### config.mk
export PLATFORM = sky130hd
export DESIGN_NAME = bcd_count_ctrl_flat
export DESIGN_NICKNAME = d
export VERILOG_FILES = /design/src/rtl/bcd_count_ctrl_pkg.sv /design/src/rtl/bcd_count_ctrl_if.sv /design/src/rtl/bcd_count_ctrl_tick_prescaler.sv /design/src/rtl/bcd_count_ctrl.sv /design/src/flat_wrapper.sv
export SDC_FILE = /design/constraint.sdc
export NUM_CORES = 1
export LEC_CHECK = 0
export ABC_CLOCK_PERIOD_IN_PS = 4700
export BUFFER_PORTS_ARGS = -buffer_cell sky130_fd_sc_hd__buf_2
export CAP_MARGIN = 25
export CORE_MARGIN = 2
export CORE_UTILIZATION = 49
export CTS_CLUSTER_DIAMETER = 60
export CTS_CLUSTER_SIZE = 30
export DETAILED_ROUTE_END_ITERATION = 10
export PLACE_DENSITY = 0.84
export RECOVER_POWER = 25
export SLEW_MARGIN = 10
export SYNTH_ARGS = -nofsm -noshare
export SYNTH_HDL_FRONTEND = slang
export SYNTH_HIERARCHICAL = 1
export SYNTH_SLANG_ARGS = --single-unit
### constraint.sdc
create_clock -name clk -period 4.7 [get_ports clk]
set_clock_uncertainty 0.05 [all_clocks]
set_input_delay 1.175 -clock clk [delete_from_list [all_inputs] [get_ports clk]]
set_output_delay 1.175 -clock clk [all_outputs]
set_load 0.005 [all_outputs]
### src/rtl/bcd_count_ctrl_pkg.sv
// Shared types and constants for the BCD counter-chain controller.
package bcd_count_ctrl_pkg;

    localparam int BCD_W = 4;

    typedef enum logic [2:0] {
        ST_IDLE,
        ST_RUN,
        ST_PAUSE,
        ST_CLR,
        ST_SAT
    } state_e;

    function automatic int presc_width(input int div);
        return (div > 1) ? $clog2(div) : 1;
    endfunction

endpackage

### src/rtl/bcd_count_ctrl_if.sv
// Command/status bundle between user command logic, the BCD chain and the controller.
interface bcd_count_ctrl_if
    import bcd_count_ctrl_pkg::*;
#(
    parameter int DIGITS = 3
);
    logic                      start_stop;
    logic                      clear;
    logic                      lap;
    logic                      cnt_done;
    logic [BCD_W*DIGITS-1:0]   cnt_digits;
    logic                      cnt_en;
    logic                      cnt_clr;
    logic [BCD_W*DIGITS-1:0]   lap_digits;
    logic                      lap_valid;
    logic                      running;
    logic                      overflow;

    modport master (
        output start_stop, clear, lap, cnt_done, cnt_digits,
        input  cnt_en, cnt_clr, lap_digits, lap_valid, running, overflow
    );

    modport slave (
        input  start_stop, clear, lap, cnt_done, cnt_digits,
        output cnt_en, cnt_clr, lap_digits, lap_valid, running, overflow
    );
endinterface

### src/rtl/bcd_count_ctrl_tick_prescaler.sv
// Modulo-TICK_DIV phase counter; holds when not counting so a paused run resumes in phase.
module bcd_count_ctrl_tick_prescaler
    import bcd_count_ctrl_pkg::*;
#(
    parameter int TICK_DIV = 4
) (
    input  logic clk,
    input  logic reset_n,
    input  logic count_i,
    input  logic clear_i,
    output logic tc_o
);
    localparam int            W    = presc_width(TICK_DIV);
    localparam logic [W-1:0]  LAST = W'(TICK_DIV - 1);

    logic [W-1:0] cnt_q, cnt_d;

    always_comb begin
        cnt_d = cnt_q;
        if (clear_i) begin
            cnt_d = '0;
        end else if (count_i) begin
            cnt_d = (cnt_q == LAST) ? '0 : cnt_q + 1'b1;
        end
    end

    always_ff @(posedge clk or negedge reset_n) begin
        if (!reset_n) begin
            cnt_q <= '0;
        end else begin
            cnt_q <= cnt_d;
        end
    end

    assign tc_o = (cnt_q == LAST);

endmodule

### src/rtl/bcd_count_ctrl.sv
// Run/pause/clear sequencer for a cascaded BCD decade-counter chain, with
// prescaled count enable, rollover/saturation handling and lap snapshots.
module bcd_count_ctrl
    import bcd_count_ctrl_pkg::*;
#(
    parameter int TICK_DIV = 4,
    parameter int DIGITS   = 3,
    parameter int WRAP     = 1
) (
    input  logic             clk,
    input  logic             reset_n,
    bcd_count_ctrl_if.slave  bus
);
    state_e                    state_q, state_d;
    logic                      running_q;
    logic                      cnt_clr_q;
    logic                      overflow_q;
    logic                      lap_valid_q;
    logic [BCD_W*DIGITS-1:0]   lap_digits_q;

    logic presc_tc;
    logic tick;
    logic rollover;
    logic lap_capture;

    bcd_count_ctrl_tick_prescaler #(
        .TICK_DIV (TICK_DIV)
    ) u_prescaler (
        .clk      (clk),
        .reset_n  (reset_n),
        .count_i  (state_q == ST_RUN),
        .clear_i  (bus.clear),
        .tc_o     (presc_tc)
    );

    assign tick     = (state_q == ST_RUN) && presc_tc;
    assign rollover = tick && bus.cnt_done;

    // Saturating mode withholds the rollover pulse so the chain parks at all nines.
    assign bus.cnt_en = tick && !((WRAP == 0) && bus.cnt_done);

    assign lap_capture = bus.lap && !bus.clear &&
                         (state_q inside {ST_RUN, ST_PAUSE, ST_SAT});

    always_comb begin
        state_d = state_q;
        if (bus.clear) begin
            state_d = ST_CLR;
        end else begin
            unique case (state_q)
                ST_IDLE:  if (bus.start_stop) state_d = ST_RUN;
                ST_RUN: begin
                    if (rollover && (WRAP == 0)) begin
                        state_d = ST_SAT;
                    end else if (bus.start_stop) begin
                        state_d = ST_PAUSE;
                    end
                end
                ST_PAUSE: if (bus.start_stop) state_d = ST_RUN;
                ST_CLR:   state_d = ST_IDLE;
                ST_SAT:   state_d = ST_SAT;
                default:  state_d = ST_IDLE;
            endcase
        end
    end

    always_ff @(posedge clk or negedge reset_n) begin
        if (!reset_n) begin
            state_q      <= ST_IDLE;
            running_q    <= 1'b0;
            cnt_clr_q    <= 1'b0;
            overflow_q   <= 1'b0;
            lap_valid_q  <= 1'b0;
            lap_digits_q <= '0;
        end else begin
            state_q     <= state_d;
            running_q   <= (state_d == ST_RUN);
            cnt_clr_q   <= (state_d == ST_CLR);
            lap_valid_q <= lap_capture;
            if (bus.clear) begin
                overflow_q <= 1'b0;
            end else if (rollover) begin
                overflow_q <= 1'b1;
            end
            if (lap_capture) begin
                lap_digits_q <= bus.cnt_digits;
            end
        end
    end

    assign bus.cnt_clr    = cnt_clr_q;
    assign bus.running    = running_q;
    assign bus.overflow   = overflow_q;
    assign bus.lap_valid  = lap_valid_q;
    assign bus.lap_digits = lap_digits_q;

endmodule

### src/flat_wrapper.sv
// flat-port wrapper written by rule: the top's interface ports become plain ports
module bcd_count_ctrl_flat import bcd_count_ctrl_pkg::*;
#(
    parameter int TICK_DIV = 4,
    parameter int DIGITS   = 3,
    parameter int WRAP     = 1
)
  (clk, reset_n, bus_start_stop, bus_clear, bus_lap, bus_cnt_done, bus_cnt_digits, bus_cnt_en, bus_cnt_clr, bus_lap_digits, bus_lap_valid, bus_running, bus_overflow);
  bcd_count_ctrl_if #(.DIGITS(DIGITS)) bus_i ();
  input  logic clk;
  input  logic reset_n;
  input wire logic [$bits(bus_i.start_stop)-1:0] bus_start_stop;
  input wire logic [$bits(bus_i.clear)-1:0] bus_clear;
  input wire logic [$bits(bus_i.lap)-1:0] bus_lap;
  input wire logic [$bits(bus_i.cnt_done)-1:0] bus_cnt_done;
  input wire logic [$bits(bus_i.cnt_digits)-1:0] bus_cnt_digits;
  output wire logic [$bits(bus_i.cnt_en)-1:0] bus_cnt_en;
  output wire logic [$bits(bus_i.cnt_clr)-1:0] bus_cnt_clr;
  output wire logic [$bits(bus_i.lap_digits)-1:0] bus_lap_digits;
  output wire logic [$bits(bus_i.lap_valid)-1:0] bus_lap_valid;
  output wire logic [$bits(bus_i.running)-1:0] bus_running;
  output wire logic [$bits(bus_i.overflow)-1:0] bus_overflow;
  assign bus_i.start_stop = bus_start_stop;
  assign bus_i.clear = bus_clear;
  assign bus_i.lap = bus_lap;
  assign bus_i.cnt_done = bus_cnt_done;
  assign bus_i.cnt_digits = bus_cnt_digits;
  assign bus_cnt_en = bus_i.cnt_en;
  assign bus_cnt_clr = bus_i.cnt_clr;
  assign bus_lap_digits = bus_i.lap_digits;
  assign bus_lap_valid = bus_i.lap_valid;
  assign bus_running = bus_i.running;
  assign bus_overflow = bus_i.overflow;
  bcd_count_ctrl #(.TICK_DIV(TICK_DIV), .DIGITS(DIGITS), .WRAP(WRAP)) u_core (.clk(clk), .reset_n(reset_n), .bus(bus_i));
endmodule
==> metrics, run 1 <==
status=complete, no violations; Slew HR=29.4%; area grow syn2layout=24.0%; top post-synthesis cells by area=dfrtp_1 60%, mux2_4 15%, mux2_2 3.8%, mux2i_1 2.3%, o21ai_0 1.7%; most instantiated library cell after synthesis=dfrtp_1; Yosys top cell area share=59.7%; H-Tree Depth=1; fmax=399 MHz; clk root buf=clkbuf_4; Mean Syn Cell Area=14.9 µm²; Placed Instances=116; ys flop type=dfrtp_1; Hold Slack=approximately 0.47 ns; Pwr Density=about 400 nW/µm²; total power=439 µW; Pleak=0.000581 µW; Via density=4.85; postcts setup bufs=0; Worst-Margin Slew=1.06 ns; DRC Markers=0; final WL=1.60 mm; DIE HEIGHT=46.4 µm; cts hold-fix bufs=0; Post-DRT Antenna Nets=0; register area share after synthesis=59.7%; maxcap violations=0; Max Transition Viols Final=0; Seq cells post-synth=21; Die Area=about 2200 µm²; GP Congestion=0.745; chip width=46.4 µm; Fin. Hold Viols=0; io pins=35; initial antenna violation count=0; Placement Setup Slack=roughly 2.2 ns; Sink Count=21; starting density of the core=51.6%; Setup-failing EPs final=0; syn_nets=78; max incr delay on CP=0.41 ns; PortBufs=34; Final Cycle Share=a little over half; Yosys Warn Count=6; post-CTS sizing=0; Max clock buf depth=2; Setup WS post-layout=2.19 ns; core area=1710 µm²; total number of vias=582; Critical Path End Type=output pin; # diodes=0; most frequent cells after synthesis=21 x dfrtp_1, 9 x mux2_4, 3 x inv_1, 3 x mux2_2, 3 x o21ai_0; share of cells above drive strength 1=54.7%; row count=15; grt ovf=0; Nets=115; post-synthesis cell count=59; DR pass1 iterations=4; cts bufs inserted=3; Post-Syn Area=roughly 880 µm²; first-pass GRT wire length=~2.6 mm; crit path time final=2.51 ns; largest net degree at the start of global routing=22; crit start category=flop; Distinct cells, synth=21; worst-path fanout max=3; Initial DRC Count=8; Hold Path Class=flop to flop; Non-Filler Instances=120; Crit path arrival time=1.28 ns; drt wl/cell=13.3 µm; WP data required=about 3.5 ns; clock transition at the registers of the reported paths=0.12 ns; Post-synth EDFFs=0; Synth area leader=dfrtp_1; gr usage total=between 15 and 20%; asr flop ratio synth=100%; Slowest cell on crit path=dfrtp_1; worst vdd ir=0.257 mV; vias in the first global route=roughly 580; CTS tree=done; HPWL after DPL=1.25 mm; clock insertion delay at the later pin of the skew report=around 0.3 ns; Critical Path, Cell by Cell=ha_1 -> and4bb_2 -> buf_2; RSZ-0062 raised after global routing=no; critical path type=flop to output pin; TNS Setup=0 ns
worst max-delay path, delay by kind of cell, from the launching register on:
| family | cells | cell delay [ns] |
|---|---|---|
| fa+ha+maj | 1 | 0.21 |
| simple gates | 1 | 0.23 |
| flops | 1 | 0.41 |
| buf+inv | 1 | 0.12 |
cells by family (layout without fill, tap and decap cells):
group / count (synthesis) / after routing / share of synthesized area (%)
fa+ha+maj: 1 / 1 / 1.42
compound gates: 7 / 7 / 5.54
flops: 21 / 21 / 59.7
mux: 14 / 14 / 21.4
xor+xnor: 1 / 1 / 0.994
buf+inv: 5 / 41 / 2.98
simple gates: 10 / 10 / 7.96
cell usage in the layout (no fill, tap or decap), types with 2 or more instances in the layout:
master and count:
a21oi_1 2, buf_2 32, clkbuf_1 2, clkbuf_4 3
dfrtp_1 21, inv_1 3, mux2_2 3, mux2_4 9
mux2i_1 2, nor2_1 2, nor3_1 2, o21ai_0 3
metrics by stage:
step                      util [%]  area, µm²
after floorplan                  -        881
after global placement        62.5       1070
after detailed placement      62.5       1070
after CTS                     64.1       1090
after global routing          64.0       1090
final                         64.0       1090
routing by layer:
layer	vias to the layer above	share of wire, %	track usage [%]
met4	0	0.69	5.14
met1	282	42	23.9
met2	16	53	28.9
met3	2	4.4	3.92
met5	-	0	0
li1	282	-	-
state kept, by name, indices dropped and copies added, names as in the netlist:
signal                    cells
u_core/u_prescaler/cnt_q      2
u_core/bus.lap_digits        12
u_core/bus.lap_valid          1
u_core/bus.cnt_clr            1
u_core/state_q                3
u_core/bus.overflow           1
u_core/bus.running            1
power breakdown:
group | switching, µW | internal (µW) | leakage [µW] | total (µW)
registers | 21.5 | 218 | 0.000258 | 239
logic | 40.9 | 73.6 | 0.000306 | 114
clock network | 53.4 | 31.7 | 0.0000177 | 85.1
area by class of cell:
cell class	count	area, µm²
multi-input combinational	33	329
sequential	21	526
inverter	3	11.3
clock buffer	3	22.5
timing repair buffer	34	168
tap	25	31.3
clock inverter	1	5.00
fill	144	616
path summary, 6_finish.rpt:
check                                                              from                                    end  slack, ns  cells past startpoint
worst max-delay path            u_core/u_prescaler/cnt_q[0]$_DFFE_PN0P_                             bus_cnt_en       2.19                      3
worst min-delay path               u_core/bus.lap_digits[9]$_DFFE_PN0P_   u_core/bus.lap_digits[9]$_DFFE_PN0P_       0.47                      1
worst max register to register              u_core/state_q[1]$_DFF_PN0_   u_core/bus.lap_digits[7]$_DFFE_PN0P_       2.76                      3
worst min register to register     u_core/bus.lap_digits[9]$_DFFE_PN0P_   u_core/bus.lap_digits[9]$_DFFE_PN0P_       0.47                      1
max in group asynchronous                                       reset_n  u_core/bus.lap_digits[11]$_DFFE_PN0P_       2.99                      1
min in group asynchronous                                       reset_n         u_core/bus.lap_valid$_DFF_PN0_       0.99                      1
(Power assumes the default switching activity.)
==> run 2, diff against run 1 <==
--- a/config.mk
+++ b/config.mk
@@ -5,15 +5,15 @@
 export SDC_FILE = /design/constraint.sdc
 export NUM_CORES = 1
 export LEC_CHECK = 0
-export ABC_CLOCK_PERIOD_IN_PS = 4700
+export ABC_CLOCK_PERIOD_IN_PS = 2200
 export BUFFER_PORTS_ARGS = -buffer_cell sky130_fd_sc_hd__buf_2
 export CAP_MARGIN = 25
 export CORE_MARGIN = 2
-export CORE_UTILIZATION = 49
+export CORE_UTILIZATION = 41
 export CTS_CLUSTER_DIAMETER = 60
 export CTS_CLUSTER_SIZE = 30
 export DETAILED_ROUTE_END_ITERATION = 10
-export PLACE_DENSITY = 0.84
+export PLACE_DENSITY = 0.75
 export RECOVER_POWER = 25
 export SLEW_MARGIN = 10
 export SYNTH_ARGS = -nofsm -noshare
==> constraint.sdc (replaced) <==
create_clock -name clk -period 2.2 [get_ports clk]
set_clock_uncertainty 0.05 [all_clocks]
set_input_delay 0.55 -clock clk [delete_from_list [all_inputs] [get_ports clk]]
set_output_delay 0.55 -clock clk [all_outputs]
set_load 0.005 [all_outputs]
==> metrics, run 2 (same netlist as run 1, synthesis figures left out) <==
CTS tree=done; initial antenna violation count=0; PortBufs=34; Pwr Density=852 nW/µm²; gr usage total=14.6%; max incr delay on CP=between 0.7 and 0.8 ns; WP data required=between 2 and 2.5 ns; Buf/Inv on CP=0; Critical Path End Type=flop; clk root buf=clkbuf_4; Max clock buf depth=2; row count=16; Non-Filler Instances=122; Sink Count=21; first-pass GRT wire length=2.62 mm; core area=between 2000 and 2500 µm²; Nets=around 120; Slowest cell on crit path=o2111ai_2; status=complete, no violations; Combinational Power Share=26.2%; DIE HEIGHT=roughly 50 µm; Reg area=~530 µm²; commonest non-fill, non-tap cell in the layout=buf_2; Fin. Hold Viols=0; Pint=about 700 µW; TNS Setup=0 ns; vias in the first global route=~570; Setup WS post-layout=between 0.2 and 0.25 ns; share of cells above drive strength 1=53.7%; Placed Instances=~120; Critical Path, Cell by Cell=xor2_1 -> o2111ai_2 -> mux2_2; HPWL after DPL=1.20 mm; cts bufs inserted=3; chip width=~50 µm; Psw=238 µW; area grow syn2layout=24.1%; DRC Markers=0; critical path type=flop to flop; DR pass1 iterations=2; Placement Setup Slack=0.242 ns; most frequent cells in the layout=32 x buf_2, 21 x dfrtp_1, 9 x mux2_4; Hold Path Class=input port to async pin; fmax=507 MHz; crit start category=flop; cts hold-fix bufs=0; Worst-Margin Slew=approximately 1.1 ns; Slew HR=29.0%; Fill cells=180; GP Congestion=0.760; post-CTS sizing=0; final WL=1.61 mm; clock insertion delay at the later pin of the skew report=0.30 ns; Pleak=~0.00058 µW; Crit path arrival time=between 2 and 2.5 ns; postcts setup bufs=0; clock share of power=18.9%; Initial DRC Count=4; worst vdd ir=0.465 mV; # diodes=0; Die Area=2540 µm²; worst-path fanout max=13; RSZ-0062 raised after global routing=no; clock transition at the registers of the reported paths=0.10 ns; total number of vias=a little under 600; Via density=just under 5; Post-DRT Antenna Nets=0; Final Cycle Share=89.7%; maxcap violations=0; Max Transition Viols Final=0; H-Tree Depth=1; largest net degree at the start of global routing=22; grt ovf=0; io pins=35; Hold Slack=0.361 ns; multi-input logic area=329 µm²; Sw Share=between 20% and 30%; Largest register FFs=12; drt wl/cell=13.2 µm; cell family with most CP delay=compound AO/OA/AOI/OAI gates; starting density of the core=between 40% and 50%; sequential share of power=a little over half; Setup-failing EPs final=0; crit path time final=between 1.5 and 2 ns
-- run 2: layout make-up --
type                       instances  area share [%]
timing repair buffer              34            15.3
sequential                        21            48.1
tap                               27            3.09
inverter                           3            1.03
multi-input combinational         33            30.1
clock buffer                       4            2.40
-- run 2: power by group through the flow --
stage / Combinational (µW) / Clock, µW / Sequential, µW
after floorplan: 128 / 0 / 522
after global placement: 240 / 0 / 515
after detailed placement: 249 / 0 / 518
after CTS: 250 / 184 / 513
after global routing: 266 / 203 / 523
final: 244 / 176 / 512
-- run 2: worst register-to-register path: stages (launching register included) --
cell and delay [ns]:
dfrtp_1 0.46, xor2_1 0.19, o2111ai_2 0.75, mux2_2 0.42
-- run 2: path summary, 6_finish.rpt --
kind                                                 startpoint                                    to  slack, ns  depth (start not counted)
worst max-delay path                u_core/state_q[1]$_DFF_PN0_  u_core/bus.lap_digits[7]$_DFFE_PN0P_       0.23                          3
worst min-delay path                                    reset_n          u_core/bus.running$_DFF_PN0_       0.36                          1
worst max register to register      u_core/state_q[1]$_DFF_PN0_  u_core/bus.lap_digits[7]$_DFFE_PN0P_       0.23                          3
worst min register to register  u_core/bus.overflow$_DFFE_PN0P_       u_core/bus.overflow$_DFFE_PN0P_       0.46                          2
max in group asynchronous                               reset_n  u_core/bus.lap_digits[6]$_DFFE_PN0P_       1.10                          1
min in group clk                              bus_cnt_digits[5]  u_core/bus.lap_digits[5]$_DFFE_PN0P_       0.42                          2
-- run 2: routing by layer --
layer,GRT usage (%),vias to the layer above,part of all wire (%)
met5,0,-,0
met4,10.4,0,2.6
met3,4.76,5,6.2
met2,23.0,18,50
met1,16.7,290,41
li1,-,278,-
-- run 2: per-stage QoR --
step	area [µm²]	power (µW)	utilization [%]
global route	1090	992	54.6
finish	1090	932	54.6
floorplan	881	649	-
CTS	1100	946	54.8
global placement	1070	755	53.4
detailed placement	1070	767	53.4
